## src/rtl/uart_sim_monitor.sv

```systemverilog
`default_nettype none
// ============================================================================
//  Module   : uart_sim_monitor
//  Purpose  : Bench-side UART receiver for the MCU tx line. Decodes 8N1 frames
//             into a first-word fall-through FIFO and detects the firmware
//             end-of-test sequence (0x04 followed by an exit-code byte).
//             Define UART_SIM_MONITOR_PARITY_EN to add one even-parity bit.
//  Revision : 1.0  initial release
// ============================================================================

module uart_sim_monitor #(
    parameter int CLOCK_FREQUENCY = 50000000,
    parameter int UART_BAUD_RATE  = 9600,
    parameter int FIFO_DEPTH      = 16
) (
    input  logic       clock,
    input  logic       reset,
    input  logic       uart_rx,
    output logic [7:0] byte_data,
    output logic       byte_valid,
    input  logic       byte_ready,
    output logic       overflow,
    output logic       framing_error,
    output logic       parity_error,
    output logic       exit_valid,
    output logic [7:0] exit_code
);

    localparam int c_CYCLES_PER_BIT = CLOCK_FREQUENCY / UART_BAUD_RATE;
    localparam int c_CNT_W          = $clog2(c_CYCLES_PER_BIT + 1);
    localparam int c_PTR_W          = $clog2(FIFO_DEPTH);

    localparam logic [c_CNT_W-1:0] c_CNT_FULL  = c_CNT_W'(c_CYCLES_PER_BIT);
    localparam logic [c_CNT_W-1:0] c_CNT_HALF  = c_CNT_W'(c_CYCLES_PER_BIT / 2);
    localparam logic [c_CNT_W-1:0] c_CNT_ONE   = c_CNT_W'(1);
    localparam logic [c_PTR_W-1:0] c_PTR_ONE   = c_PTR_W'(1);
    localparam logic [c_PTR_W:0]   c_COUNT_ONE = (c_PTR_W + 1)'(1);
    localparam logic [c_PTR_W:0]   c_FIFO_FULL = (c_PTR_W + 1)'(FIFO_DEPTH);

    localparam logic [2:0] c_ST_IDLE      = 3'd0;
    localparam logic [2:0] c_ST_START     = 3'd1;
    localparam logic [2:0] c_ST_DATA      = 3'd2;
`ifdef UART_SIM_MONITOR_PARITY_EN
    localparam logic [2:0] c_ST_PARITY    = 3'd3;
`endif
    localparam logic [2:0] c_ST_STOP      = 3'd4;
    localparam logic [2:0] c_ST_WAIT_IDLE = 3'd5;

    logic               r_sync_meta;
    logic               r_sync_rx;
    logic [2:0]         r_state;
    logic [2:0]         w_state_next;
    logic [c_CNT_W-1:0] r_cnt;
    logic [2:0]         r_bit_idx;
    logic [7:0]         r_shift;
    logic               r_framing_error;

    logic w_rx;
    logic w_tick;
    logic w_timed;
    logic w_load_half;
    logic w_shift_en;
    logic w_stop_sample;
    logic w_good;
    logic w_ferr;
    logic w_perr;

`ifdef UART_SIM_MONITOR_PARITY_EN
    logic r_par_bad;
    logic r_parity_error;
    logic w_par_sample;
`endif

    logic [7:0]         r_mem [0:FIFO_DEPTH-1];
    logic [c_PTR_W-1:0] r_wr_ptr;
    logic [c_PTR_W-1:0] r_rd_ptr;
    logic [c_PTR_W:0]   r_count;
    logic               r_overflow;
    logic               w_full;
    logic               w_pop;
    logic               w_write;

    logic               r_armed;
    logic               r_exit_valid;
    logic [7:0]         r_exit_code;

    // Two-flop synchroniser; idles high so reset never looks like a start bit
    always_ff @(posedge clock) begin
        if (reset) begin
            r_sync_meta <= 1'b1;
            r_sync_rx   <= 1'b1;
        end else begin
            r_sync_meta <= uart_rx;
            r_sync_rx   <= r_sync_meta;
        end
    end

    assign w_rx   = r_sync_rx;
    assign w_tick = (r_cnt == c_CNT_ONE);

    always_ff @(posedge clock) begin
        if (reset) begin
            r_state <= c_ST_IDLE;
        end else begin
            r_state <= w_state_next;
        end
    end

    always_comb begin
        w_state_next = r_state;
        case (r_state)
            c_ST_IDLE: begin
                if (!w_rx) w_state_next = c_ST_START;
            end
            c_ST_START: begin
                if (w_tick) w_state_next = w_rx ? c_ST_IDLE : c_ST_DATA;
            end
            c_ST_DATA: begin
`ifdef UART_SIM_MONITOR_PARITY_EN
                if (w_tick && (r_bit_idx == 3'd7)) w_state_next = c_ST_PARITY;
`else
                if (w_tick && (r_bit_idx == 3'd7)) w_state_next = c_ST_STOP;
`endif
            end
`ifdef UART_SIM_MONITOR_PARITY_EN
            c_ST_PARITY: begin
                if (w_tick) w_state_next = c_ST_STOP;
            end
`endif
            c_ST_STOP: begin
                if (w_tick) w_state_next = w_rx ? c_ST_IDLE : c_ST_WAIT_IDLE;
            end
            c_ST_WAIT_IDLE: begin
                if (w_rx) w_state_next = c_ST_IDLE;
            end
            default: w_state_next = c_ST_IDLE;
        endcase
    end

    always_comb begin
        w_timed       = 1'b0;
        w_load_half   = 1'b0;
        w_shift_en    = 1'b0;
        w_stop_sample = 1'b0;
`ifdef UART_SIM_MONITOR_PARITY_EN
        w_par_sample  = 1'b0;
`endif
        case (r_state)
            c_ST_IDLE:  w_load_half = !w_rx;
            c_ST_START: w_timed     = 1'b1;
            c_ST_DATA: begin
                w_timed    = 1'b1;
                w_shift_en = w_tick;
            end
`ifdef UART_SIM_MONITOR_PARITY_EN
            c_ST_PARITY: begin
                w_timed      = 1'b1;
                w_par_sample = w_tick;
            end
`endif
            c_ST_STOP: begin
                w_timed       = 1'b1;
                w_stop_sample = w_tick;
            end
            default: ;
        endcase
        // A low stop bit outranks a parity mismatch so only one pulse fires
        w_ferr = w_stop_sample & !w_rx;
`ifdef UART_SIM_MONITOR_PARITY_EN
        w_perr = w_stop_sample & w_rx & r_par_bad;
        w_good = w_stop_sample & w_rx & !r_par_bad;
`else
        w_perr = 1'b0;
        w_good = w_stop_sample & w_rx;
`endif
    end

    always_ff @(posedge clock) begin
        if (reset) begin
            r_cnt           <= '0;
            r_bit_idx       <= 3'd0;
            r_shift         <= 8'h00;
            r_framing_error <= 1'b0;
        end else begin
            if (w_load_half) begin
                r_cnt <= c_CNT_HALF;
            end else if (w_timed) begin
                r_cnt <= w_tick ? c_CNT_FULL : (r_cnt - c_CNT_ONE);
            end
            if (w_load_half) begin
                r_bit_idx <= 3'd0;
            end else if (w_shift_en) begin
                r_bit_idx <= r_bit_idx + 3'd1;
            end
            if (w_shift_en) begin
                r_shift <= {w_rx, r_shift[7:1]};
            end
            r_framing_error <= w_ferr;
        end
    end

`ifdef UART_SIM_MONITOR_PARITY_EN
    always_ff @(posedge clock) begin
        if (reset) begin
            r_par_bad      <= 1'b0;
            r_parity_error <= 1'b0;
        end else begin
            if (w_load_half) begin
                r_par_bad <= 1'b0;
            end else if (w_par_sample) begin
                r_par_bad <= w_rx ^ (^r_shift);
            end
            r_parity_error <= w_perr;
        end
    end

    assign parity_error = r_parity_error;
`else
    assign parity_error = 1'b0;
`endif

    assign framing_error = r_framing_error;

    // Receive FIFO: a pop frees the slot for a same-cycle push when full
    assign w_full  = (r_count == c_FIFO_FULL);
    assign w_pop   = byte_valid & byte_ready;
    assign w_write = w_good & (!w_full | w_pop);

    always_ff @(posedge clock) begin
        if (w_write) begin
            r_mem[r_wr_ptr] <= r_shift;
        end
    end

    always_ff @(posedge clock) begin
        if (reset) begin
            r_wr_ptr   <= '0;
            r_rd_ptr   <= '0;
            r_count    <= '0;
            r_overflow <= 1'b0;
        end else begin
            if (w_write) r_wr_ptr <= r_wr_ptr + c_PTR_ONE;
            if (w_pop)   r_rd_ptr <= r_rd_ptr + c_PTR_ONE;
            case ({w_write, w_pop})
                2'b10:   r_count <= r_count + c_COUNT_ONE;
                2'b01:   r_count <= r_count - c_COUNT_ONE;
                default: ;
            endcase
            if (w_good && w_full && !w_pop) r_overflow <= 1'b1;
        end
    end

    assign byte_valid = (r_count != '0);
    assign byte_data  = byte_valid ? r_mem[r_rd_ptr] : 8'h00;
    assign overflow   = r_overflow;

    always_ff @(posedge clock) begin
        if (reset) begin
            r_armed      <= 1'b0;
            r_exit_valid <= 1'b0;
            r_exit_code  <= 8'h00;
        end else if (!r_exit_valid) begin
            if (w_good) begin
                if (r_armed) begin
                    r_exit_code  <= r_shift;
                    r_exit_valid <= 1'b1;
                end else if (r_shift == 8'h04) begin
                    r_armed <= 1'b1;
                end
            end else if (w_ferr || w_perr) begin
                r_armed <= 1'b0;
            end
        end
    end

    assign exit_valid = r_exit_valid;
    assign exit_code  = r_exit_code;

endmodule

`default_nettype wire
```

## config.mk

```make
export PLATFORM = sky130hd
export DESIGN_NAME = uart_sim_monitor
export DESIGN_NICKNAME = d
export VERILOG_FILES = /design/src/rtl/uart_sim_monitor.sv
export SDC_FILE = /design/constraint.sdc
export NUM_CORES = 1
export LEC_CHECK = 0
export CORE_MARGIN = 2
export CORE_UTILIZATION = 60
export DETAILED_ROUTE_END_ITERATION = 12
export GPL_TIMING_DRIVEN = 0
export PLACE_DENSITY = 0.78
export SYNTH_ARGS = -nofsm -noshare
export SYNTH_HDL_FRONTEND = slang
export SYNTH_SLANG_ARGS = --single-unit
```

## constraint.sdc

```tcl
create_clock -name clock -period 6.7 [get_ports clock]
set_input_delay 1.34 -clock clock [delete_from_list [all_inputs] [get_ports clock]]
set_output_delay 1.34 -clock clock [all_outputs]
set_load 0.01 [all_outputs]
```

==> results.tsv, run 1 <==
stage	metric	value	unit
routing	drtIter0Drc	437	
routing	routedWlPerCell	21.75	um
clock_network	clock-sinks	186	
yosys	synthDistinctLibCells	61	
clock_network	cts_tree	done	
setup_path	rr_worst_depth	11	
yosys	synthFlopType	edfxtp_1	
finish	drive_gt1_share	16.32	%
run	cap_violations	0	
yosys	synth_top_cells_by_area	edfxtp_1 (50%), dfxtp_1 (15%), mux4_2 (12%), nor2_1 (1.9%), ha_1 (1.8%)	
clock_network	cts-resized-gates	0	
sta	maxSlewHeadroom	43.60	%
sta	skew	0.01168	ns
yosys	ys_ff_latch	186	
routing	vias_per_cell	6.164	
power	vdd_drop_max	0.1813	mV
yosys	netlist.area_leader.share	49.56	%
setup_path	critPathLaunchType	flop	
routing	routed_wl	16400	um
status	status	complete, no violations	
sta	worstMarginPinSlew	0.8449	ns
global_route	gr-total-overflow	0	
sta	tns	0	ns
die	core_area	12620	sq um
sta	drv_slew	0	
power	power.leakage	2.902	nW
sta	setup_viol	0	
routing	num_vias	4648	
finish	layout_common_cells	edfxtp_1 (128), dfxtp_1 (58), nor2_1 (40), mux4_2 (40), a21oi_1 (26)	
yosys	syn_area	7756	sq um
global_route	grt_first_pass_wirelength	25850	um
finish	antenna_cells	0	
yosys	syn_inst	527	
finish	layout_commonest_cell	edfxtp_1	
clock_network	cts_made_buffers	17	
sta	min_period	4.595	ns
die	start_util	61.46	%
clock_network	ctsHoldBuffers	0	
place	hpwl	10680	um
yosys	avgSynthCellArea	14.72	sq um
die	rows	41	
setup_path	end_kind	output port	
sta	max_freq	217.6	MHz
setup_path	r2r-start	r_cnt[1]$_SDFFE_PP0P_	
min_path	hold_start	r_sync_meta$_SDFF_PP1_	
global_route	grt.total_usage	24.96	%
finish	nNetsFinal	584	
routing	ant_nets	0	
yosys	ys_async_sr_fraction	0	%
sta	finalHoldViolCount	0	
sta	rsz0062_at_grt	false	
yosys	yosysSeqAreaShare	64.53	%
place	portBuffers	23	
setup_path	required	5.36	ns
yosys	synth_area_leader_cell	edfxtp_1	
setup_path	cp_max_fo	10	
finish	syn_to_final_growth	13.10	%
die	die_area	13850	sq um
routing	firstDrtPassIters	5	
clock_network	insertion_delay	0.44	ns
yosys	synth_edf_count	128	
yosys	ys.warnings.count	0	
die	io-pin-count	25	
setup_path	crit_end	byte_data[3]	
power	powerDensity	322.5	nW/um^2
yosys	synth_nets	542	
routing	drc	0	
clock_network	cts_setup_buffers	0	
finish	final_util	69.51	%
place	gp_congestion	0.8516	
sta	finalCritPeriodShare	68.59	%
global_route	antenna_found_initial	0	
setup_path	r2r-end	r_count[3]$_SDFFE_PP0P_	
clock_network	clk_pin_slew	0.07	ns
global_route	grt_max_degree	21	
clock_network	cts-root-buf	clkbuf_16	
min_path	hold_class	reg2reg	
clock_network	htree_levels	4	
die	fp.dieW	117.7	um
setup_path	rrSetupSlack	3.33	ns
setup_path	critPathKind	reg2out	
die	die_y	117.7	um
clock_network	cts.path.max_buffers	2	
setup_path	worstPathArrival	3.26	ns
global_route	grt_pass1_vias	4559	
==> cell families (layout without fill, tap and decap cells) <==
family / Yosys count / after routing / synth area share, %
AND/OR/NAND/NOR: 159 / 159 / 11.73
buffers and inverters: 41 / 96 / 2.145
XOR/XNOR: 9 / 9 / 1.016
AO/OA/AOI/OAI: 68 / 68 / 5.533
adder cells (fa/ha/maj): 11 / 11 / 1.774
flip-flops: 186 / 186 / 64.53
other: 1 / 1 / 0.04835
multiplexers: 52 / 52 / 13.23
==> area by class of cell <==
| type | count | area [sq um] |
|---|---|---|
| Timing Repair Buffer | 23 | 230.2 |
| Buffer | 29 | 121.4 |
| Fill cell | 866 | 3847 |
| Inverter | 12 | 45.04 |
| Clock buffer | 20 | 446.7 |
| Multi-Input combinational cell | 300 | 2590 |
| Clock inverter | 12 | 118.9 |
| Sequential cell | 186 | 5005 |
| Tap cell | 172 | 215.2 |
==> worst max-delay path, stage by stage, from the launching register on <==
cell	delay [ns]
dfxtp_1	0.30
clkbuf_1	0.33
buf_2	0.43
mux4_2	0.61
mux4_2	0.50
nor2b_1	0.15
clkdlybuf4s50_1	0.50
==> sequential cells by signal, summed over array words and instances (netlist names), 3 cells and up, named ones only <==
| register | cells |
|---|---|
| r_wr_ptr | 4 |
| r_cnt | 13 |
| r_rd_ptr | 4 |
| r_bit_idx | 3 |
| exit_code | 8 |
| r_state | 3 |
| r_shift | 8 |
| r_count | 5 |
| r_mem | 128 |
==> worst min path at each step <==
stage / endpoint / slack (ns) / cells past startpoint
2_1_floorplan: r_sync_rx$_SDFF_PP1_ / 0.39 / 1
3_3_place_gp: r_sync_rx$_SDFF_PP1_ / 0.40 / 1
3_5_place_dp: r_sync_rx$_SDFF_PP1_ / 0.40 / 1
4_1_cts: r_sync_rx$_SDFF_PP1_ / 0.42 / 1
5_1_grt: r_sync_rx$_SDFF_PP1_ / 0.44 / 1
6_report: r_sync_rx$_SDFF_PP1_ / 0.42 / 1
==> stage by stage <==
stage / power, mW / cells / hold slack [ns] / worst slack (ns) / cell area [sq um]
floorplan: 1.694 / 527 / 0.3895 / 3.415 / 7756
detailed placement: 1.892 / 722 / 0.3999 / 2.541 / 8202
finish: 2.829 / 754 / 0.4158 / 2.105 / 8772
global placement: 1.872 / 722 / 0.3970 / 2.598 / 8202
CTS: 2.839 / 754 / 0.4202 / 2.062 / 8767
global route: 2.936 / 754 / 0.4352 / 1.945 / 8772
==> routing by layer <==
metal	vias up	GRT usage, %	wire length, um
met4	0	7.530	237
li1	2113	-	-
met5	-	0	0
met1	2327	35.08	7021
met2	187	39.64	8021
met3	21	5.475	1119
==> cells in the mapped netlist (4+ instances only) <==
master      n
nor2_1     40
nand3_1    19
clkbuf_1   20
ha_1       11
dfxtp_1    58
o21ai_0    12
a31oi_1     8
mux2i_1    11
xor2_1      4
edfxtp_1  128
nor3_1     15
a21oi_1    26
xnor2_1     5
mux4_2     40
inv_1      12
and3_1     14
nand2_1    22
nor2b_1    14
buf_2       7
or3_1       4
==> power breakdown <==
| group | total (mW) | internal (mW) | switching, mW |
|---|---|---|---|
| Sequential | 1.27 | 1.24 | 0.0352 |
| Clock | 0.962 | 0.525 | 0.436 |
| Combinational | 0.594 | 0.295 | 0.300 |
| Total | 2.83 | 2.06 | 0.771 |
Note: power is estimated with default switching activity, not from simulation.
==> run 2, diff against run 1 <==
--- a/config.mk
+++ b/config.mk
@@ -6,10 +6,10 @@
 export NUM_CORES = 1
 export LEC_CHECK = 0
 export CORE_MARGIN = 2
-export CORE_UTILIZATION = 60
+export CORE_UTILIZATION = 55
 export DETAILED_ROUTE_END_ITERATION = 12
 export GPL_TIMING_DRIVEN = 0
-export PLACE_DENSITY = 0.78
+export PLACE_DENSITY = 0.75
 export SYNTH_ARGS = -nofsm -noshare
 export SYNTH_HDL_FRONTEND = slang
 export SYNTH_SLANG_ARGS = --single-unit
==> constraint.sdc (replaced) <==
create_clock -name clock -period 4 [get_ports clock]
set_input_delay 0.8 -clock clock [delete_from_list [all_inputs] [get_ports clock]]
set_output_delay 0.8 -clock clock [all_outputs]
set_load 0.01 [all_outputs]
==> run 2 against run 1 <==
Net effect:
- non-clock buffer count down 1
- cell area grew 0.23%
- utilization shrank 5.9 points
==> results.tsv, run 2 (synthesis results as in run 1) <==
stage	metric	value	unit	change
power	powerDensity	538.6	nW/um^2	+67%
power	pwr-share-comb	21.1	%	about the same
routing	drtIter0Drc	510		+17%
die	die_area	15070	sq um	+8.8%
power	p_int	3.452	mW	+68%
routing	vias_per_cell	6.172		+0.12%
min_path	hold_start	r_sync_meta$_SDFF_PP1_		
place	gp_congestion	0.8620		+1.2%
setup_path	path_common_cell	mux4_2		
routing	routed_wl	16210	um	-1.1%
sta	max_freq	258.6	MHz	
sta	setup_viol	0		unchanged
place	hpwl	10480	um	-1.9%
sta	rsz0062_at_grt	false		
finish	layout_common_cells	edfxtp_1 (128), dfxtp_1 (58), nor2_1 (40), mux4_2 (40), a21oi_1 (26)		
clock_network	clk_pin_slew	0.07	ns	about the same
power	clkPwrFrac	33.7	%	-0.3 points
finish	largest_register	r_mem		
global_route	grt.total_usage	23.39	%	-1.6 points
place	place_ws	0.4081	ns	-2.133 ns
clock_network	insertion_delay	0.43	ns	about the same
die	rows	43		+4.9%
sta	min_period	3.867	ns	
power	p_total	4.736	mW	+67%
sta	fin_ws	0.1333	ns	-1.971 ns
run	cap_violations	0		unchanged
finish	top_regs	r_mem x128, r_cnt x13		
finish	layout_commonest_cell	edfxtp_1		
clock_network	ctsHoldBuffers	0		unchanged
clock_network	cts_tree	done		
die	io-pin-count	25		unchanged
power	vdd_drop_max	0.2606	mV	+44%
clock_network	cts-root-buf	clkbuf_16		
global_route	grt_pass1_vias	4650		+2.0%
finish	drive_gt1_share	16.18	%	-0.14 points
setup_path	crit_family	buffers and inverters		
sta	tns	0	ns	unchanged
place	portBuffers	23		unchanged
routing	drc	0		unchanged
global_route	antenna_found_initial	0		unchanged
finish	syn_to_final_growth	13.36	%	
clock_network	cts_made_buffers	17		unchanged
power	seq_power_share	45.2	%	+0.2 points
setup_path	cpPeakStageDelay	0.55	ns	-0.06 ns
setup_path	critPathKind	reg2out		
die	core_area	13830	sq um	+9.6%
routing	firstDrtPassIters	5		unchanged
die	die_y	122.8	um	+4.3%
setup_path	end_kind	output port		
setup_path	worstPathCellList	clkbuf_1 > mux4_2 > mux4_2 > nor2b_1 > clkdlybuf4s50_1		
finish	fin_cells	761		+0.93%
sta	finalHoldViolCount	0		unchanged
sta	finalCritPeriodShare	96.67	%	
place	place_inst	730		+1.1%
setup_path	required	3.20	ns	-2.16 ns
status	status	complete, no violations		
setup_path	worstPathArrival	3.07	ns	-0.19 ns
global_route	grt_max_degree	21		unchanged
finish	antenna_cells	0		unchanged
power	power.leakage	2.908	nW	+0.17%
setup_path	crit_buf_inv	2		-1
routing	routedWlPerCell	21.30	um	-2.1%
routing	ant_nets	0		unchanged
die	fp.dieW	122.8	um	+4.3%
clock_network	clock-sinks	186		unchanged
finish	final_util	63.59	%	-5.9 points
global_route	gr-total-overflow	0		unchanged
power	p_switching	1.284	mW	+66%
finish	nNetsFinal	583		-0.17%
setup_path	slowest_stage	clkbuf_1		
sta	worstMarginPinSlew	0.9137	ns	+0.06885 ns
die	start_util	56.09	%	-5.4 points
clock_network	htree_levels	4		unchanged
setup_path	r2r-start	r_cnt[0]$_SDFFE_PP0P_		
setup_path	critPathLaunchType	flop		
power	p_sw_share	27.11	%	-0.15 points
setup_path	cp_max_fo	10		unchanged
clock_network	cts.path.max_buffers	2		unchanged
finish	largest_register_ffs	128		unchanged
min_path	hold_class	reg2reg		
sta	drv_slew	0		unchanged
sta	maxSlewHeadroom	38.75	%	-4.8 points
sta	skew	0.005482	ns	-0.006197 ns
global_route	grt_first_pass_wirelength	25760	um	-0.38%
routing	num_vias	4697		+1.1%
[run 2: cell types whose count changed in the layout (fill, tap and decap cells not counted)]
cell / change
buf_2: -3
clkbuf_16: +2
buf_4: +2
bufinv_16: -1
clkinv_4: -1
clkbuf_8: -1
clkinvlp_4: -1
buf_6: +1
inv_6: +1
[run 2: metrics by stage]
stage / area [sq um] / hold slack [ns]
4_1_cts: 8792 / 0.4206
3_3_place_gp: 8212 / 0.3999
3_5_place_dp: 8217 / 0.4041
2_1_floorplan: 7756 / 0.3895
5_1_grt: 8792 / 0.4377
6_report: 8792 / 0.4134
[run 2: per-layer routing]
layer / GRT usage [%] / up-vias / routed length [um]
met1: 32.65 / 2389 / 6797
met2: 36.71 / 170 / 8194
met5: 0 / - / 0
li1: - / 2118 / -
met3: 4.693 / 20 / 919
met4: 8.621 / 0 / 301
[run 2: area by class of cell]
cell class	count	area [sq um]
clock buffers	22	486.7
fillers	948	5035
repair buffers	23	230.2
clock inverters	10	81.33
flip-flops and latches	186	5005
multi-input cells	300	2590
plain buffers	28	128.9
well taps	180	225.2
inverters	12	45.04
[run 2: power groups by stage]
stage | sequential [mW] | combinational (mW) | clock, mW
2_1_floorplan | 2.16 | 0.681 | 0
3_3_place_gp | 2.17 | 0.965 | 0
3_5_place_dp | 2.17 | 0.999 | 0
4_1_cts | 2.13 | 1.01 | 1.61
5_1_grt | 2.14 | 1.09 | 1.70
6_report | 2.14 | 0.999 | 1.60
[run 2: what timing repair did]
item | in CTS | in global routing
buffers inserted | 0 | 0
gates resized for setup | 3 | 1
setup endpoints to repair | 8 | 2
[run 2: worst paths after layout]
kind,depth (start not counted),slack [ns],endpoint
max reg2reg,10,0.64,r_count[3]$_SDFFE_PP0P_
min reg2reg,1,0.41,r_sync_rx$_SDFF_PP1_
max,5,0.13,byte_data[2]
min,1,0.41,r_sync_rx$_SDFF_PP1_
==> run 3, diff against run 2 <==
==> constraint.sdc (replaced) <==
create_clock -name clock -period 3.35 [get_ports clock]
set_input_delay 0.67 -clock clock [delete_from_list [all_inputs] [get_ports clock]]
set_output_delay 0.67 -clock clock [all_outputs]
set_load 0.01 [all_outputs]
==> run 3 against run 2 <==
Net effect:
- setup slack improved by 0.031 ns
- die area stayed put
- hold slack about the same
- global-route usage increased by 0.23 points
- critical path depth is 5 higher
- via count is 2.0% higher
- combinational power grew 20%
- utilization rose by 0.71 points
- critical path type is now reg2reg
- total power is 20% higher
==> results.tsv, run 3 (synthesis results as in run 1) <==
stage	metric	value	unit	change
setup_path	cp_max_fo	7		-3
die	fp.dieW	122.8	um	unchanged
setup_path	r2r-start	r_cnt[0]$_SDFFE_PP0P_		
place	hpwl	10480	um	unchanged
place	portBuffers	23		unchanged
die	die_area	15070	sq um	unchanged
sta	fin_ws	0.1644	ns	+0.03105 ns
finish	antenna_cells	0		unchanged
finish	num-fill-cells	940		-0.84%
clock_network	cts_tree	done		
finish	final_util	64.30	%	+0.71 points
power	power.leakage	2.972	nW	+2.2%
setup_path	rr_worst_depth	10		unchanged
routing	drtIter0Drc	510		unchanged
routing	firstDrtPassIters	5		unchanged
routing	drc	0		unchanged
min_path	hold_start	r_sync_meta$_SDFF_PP1_		
setup_path	crit_end	r_count[3]$_SDFFE_PP0P_		
sta	worstMarginPinSlew	0.8137	ns	-0.1000 ns
finish	drive_gt1_share	17.87	%	+1.7 points
power	vdd_drop_max	0.3170	mV	+22%
clock_network	clock-sinks	186		unchanged
sta	setup_viol	0		unchanged
global_route	grt_max_degree	21		unchanged
sta	rsz0062_at_grt	false		
sta	finalCritPeriodShare	95.09	%	
routing	ant_nets	0		unchanged
clock_network	htree_levels	4		unchanged
place	gp_congestion	0.8620		unchanged
setup_path	worstPathCellList	ha_1 > nor3b_1 > nand4_2 > o21ai_4 > inv_1 > ha_1 > inv_1 > a2111oi_0 > a311oi_1 > a31o_1		
sta	drv_slew	0		unchanged
sta	maxSlewHeadroom	45.68	%	+6.9 points
routing	routedWlPerCell	21.53	um	+1.0%
setup_path	r2r-end	r_count[3]$_SDFFE_PP0P_		
status	status	complete, no violations		
routing	num_vias	4789		+2.0%
finish	largest_register	r_mem		
sta	finalHoldViolCount	0		unchanged
die	core_area	13830	sq um	unchanged
finish	largest_register_ffs	128		unchanged
clock_network	cts_made_buffers	17		unchanged
finish	layout_common_cells	edfxtp_1 (128), dfxtp_1 (57), mux4_2 (40)		
global_route	grt_first_pass_wirelength	25990	um	+0.89%
global_route	gr-total-overflow	0		unchanged
sta	tns	0	ns	unchanged
power	powerDensity	638.5	nW/um^2	+19%
sta	max_freq	313.9	MHz	
die	rows	43		unchanged
setup_path	critPathKind	reg2reg		
finish	layout_commonest_cell	edfxtp_1		
clock_network	insertion_delay	0.43	ns	about the same
setup_path	cp-startpoint	r_cnt[0]$_SDFFE_PP0P_		
die	die_y	122.8	um	unchanged
run	cap_violations	0		unchanged
setup_path	worstPathArrival	3.51	ns	+0.44 ns
routing	routed_wl	16400	um	+1.2%
power	p_total	5.677	mW	+20%
sta	min_period	3.186	ns	
finish	final-seq-area	5009	sq um	about the same
finish	multi_input_area	2620	sq um	+1.2%
finish	top_regs	r_mem x128, r_cnt x13		
global_route	grt.total_usage	23.61	%	+0.23 points
setup_path	cpPeakStageDelay	0.48	ns	-0.07 ns
die	io-pin-count	25		unchanged
clock_network	clk_pin_slew	0.07	ns	about the same
setup_path	end_kind	flop		
clock_network	cts-root-buf	clkbuf_16		
setup_path	critPathLaunchType	flop		
global_route	grt_pass1_vias	4653		+0.065%
global_route	antenna_found_initial	0		unchanged
clock_network	cts.path.max_buffers	2		unchanged
routing	vias_per_cell	6.285		+1.8%
setup_path	slowest_stage	a2111oi_0		
min_path	hold_class	reg2reg		
place	place_ws	-0.1119	ns	-0.5200 ns
finish	syn_to_final_growth	14.63	%	
die	start_util	56.09	%	unchanged
finish	nNetsFinal	584		+0.17%
setup_path	required	3.67	ns	+0.47 ns
sta	skew	0.007801	ns	+0.002318 ns
setup_path	rrSetupSlack	0.16	ns	-0.48 ns
==> run 3: cell types whose count changed in the layout (fill, tap and decap cells not counted), sizes merged <==
| cell | before | now |
|---|---|---|
| buf | 9 | 10 |
| clkdlybuf4s50 | 23 | 15 |
| dlygate4sd2 | 0 | 7 |
| dlymetal6s2s | 0 | 1 |
==> run 3: layout make-up <==
cell class                      count  share of cell area [%]
Inverter                           12                  0.5066
Sequential cell                   186                   56.33
Clock inverter                     10                  0.9147
Multi-Input combinational cell    300                   29.47
Clock buffer                       22                   5.474
Timing Repair Buffer               24                   2.603
Tap cell                          180                   2.533
Buffer                             28                   2.167
==> run 3: worst max-delay path: cells and delay by family, from the launching register on <==
kind	cells	cell delay [ns]
simple gates	2	0.73
flops	1	0.44
buf+inv	2	0.21
compound gates	4	1.10
fa+ha+maj	2	0.60
==> run 3: how the worst min path moves through the flow <==
stage | endpoint | slack, ns | cells after the start
floorplan | r_sync_rx$_SDFF_PP1_ | 0.39 | 1
global placement | r_sync_rx$_SDFF_PP1_ | 0.40 | 1
detailed placement | r_sync_rx$_SDFF_PP1_ | 0.40 | 1
CTS | r_sync_rx$_SDFF_PP1_ | 0.42 | 1
global route | r_sync_rx$_SDFF_PP1_ | 0.44 | 1
finish | r_sync_rx$_SDFF_PP1_ | 0.41 | 1
==> run 3: timing repair <==
item                       CTS  global route
buffers inserted             1             0
gates resized for setup     31             7
hold buffers                 0             0
setup endpoints to repair    9           107
==> run 3: where the power goes <==
group | leakage (nW) | internal, mW | total, mW | switching (mW)
Sequential | 1.66 | 2.48 | 2.56 | 0.0816
Combinational | 1.05 | 0.602 | 1.20 | 0.603
Clock | 0.266 | 1.05 | 1.91 | 0.863
==> run 3: per-stage QoR <==
step / std cells / cell area, sq um / hold slack [ns]
2_1_floorplan: 527 / 7756 / 0.3895
5_1_grt: 762 / 8891 / 0.4377
4_1_cts: 762 / 8861 / 0.4206
3_3_place_gp: 730 / 8212 / 0.3999
3_5_place_dp: 730 / 8217 / 0.4041
6_report: 762 / 8891 / 0.4138
==> run 3: metal layers <==
metal | track usage [%] | part of all wire (%) | vias up
met3 | 4.322 | 5.7 | 26
li1 | - | - | 2122
met1 | 32.92 | 42 | 2446
met2 | 37.33 | 50 | 195
met5 | 0 | 0 | -
met4 | 8.908 | 2.3 | 0
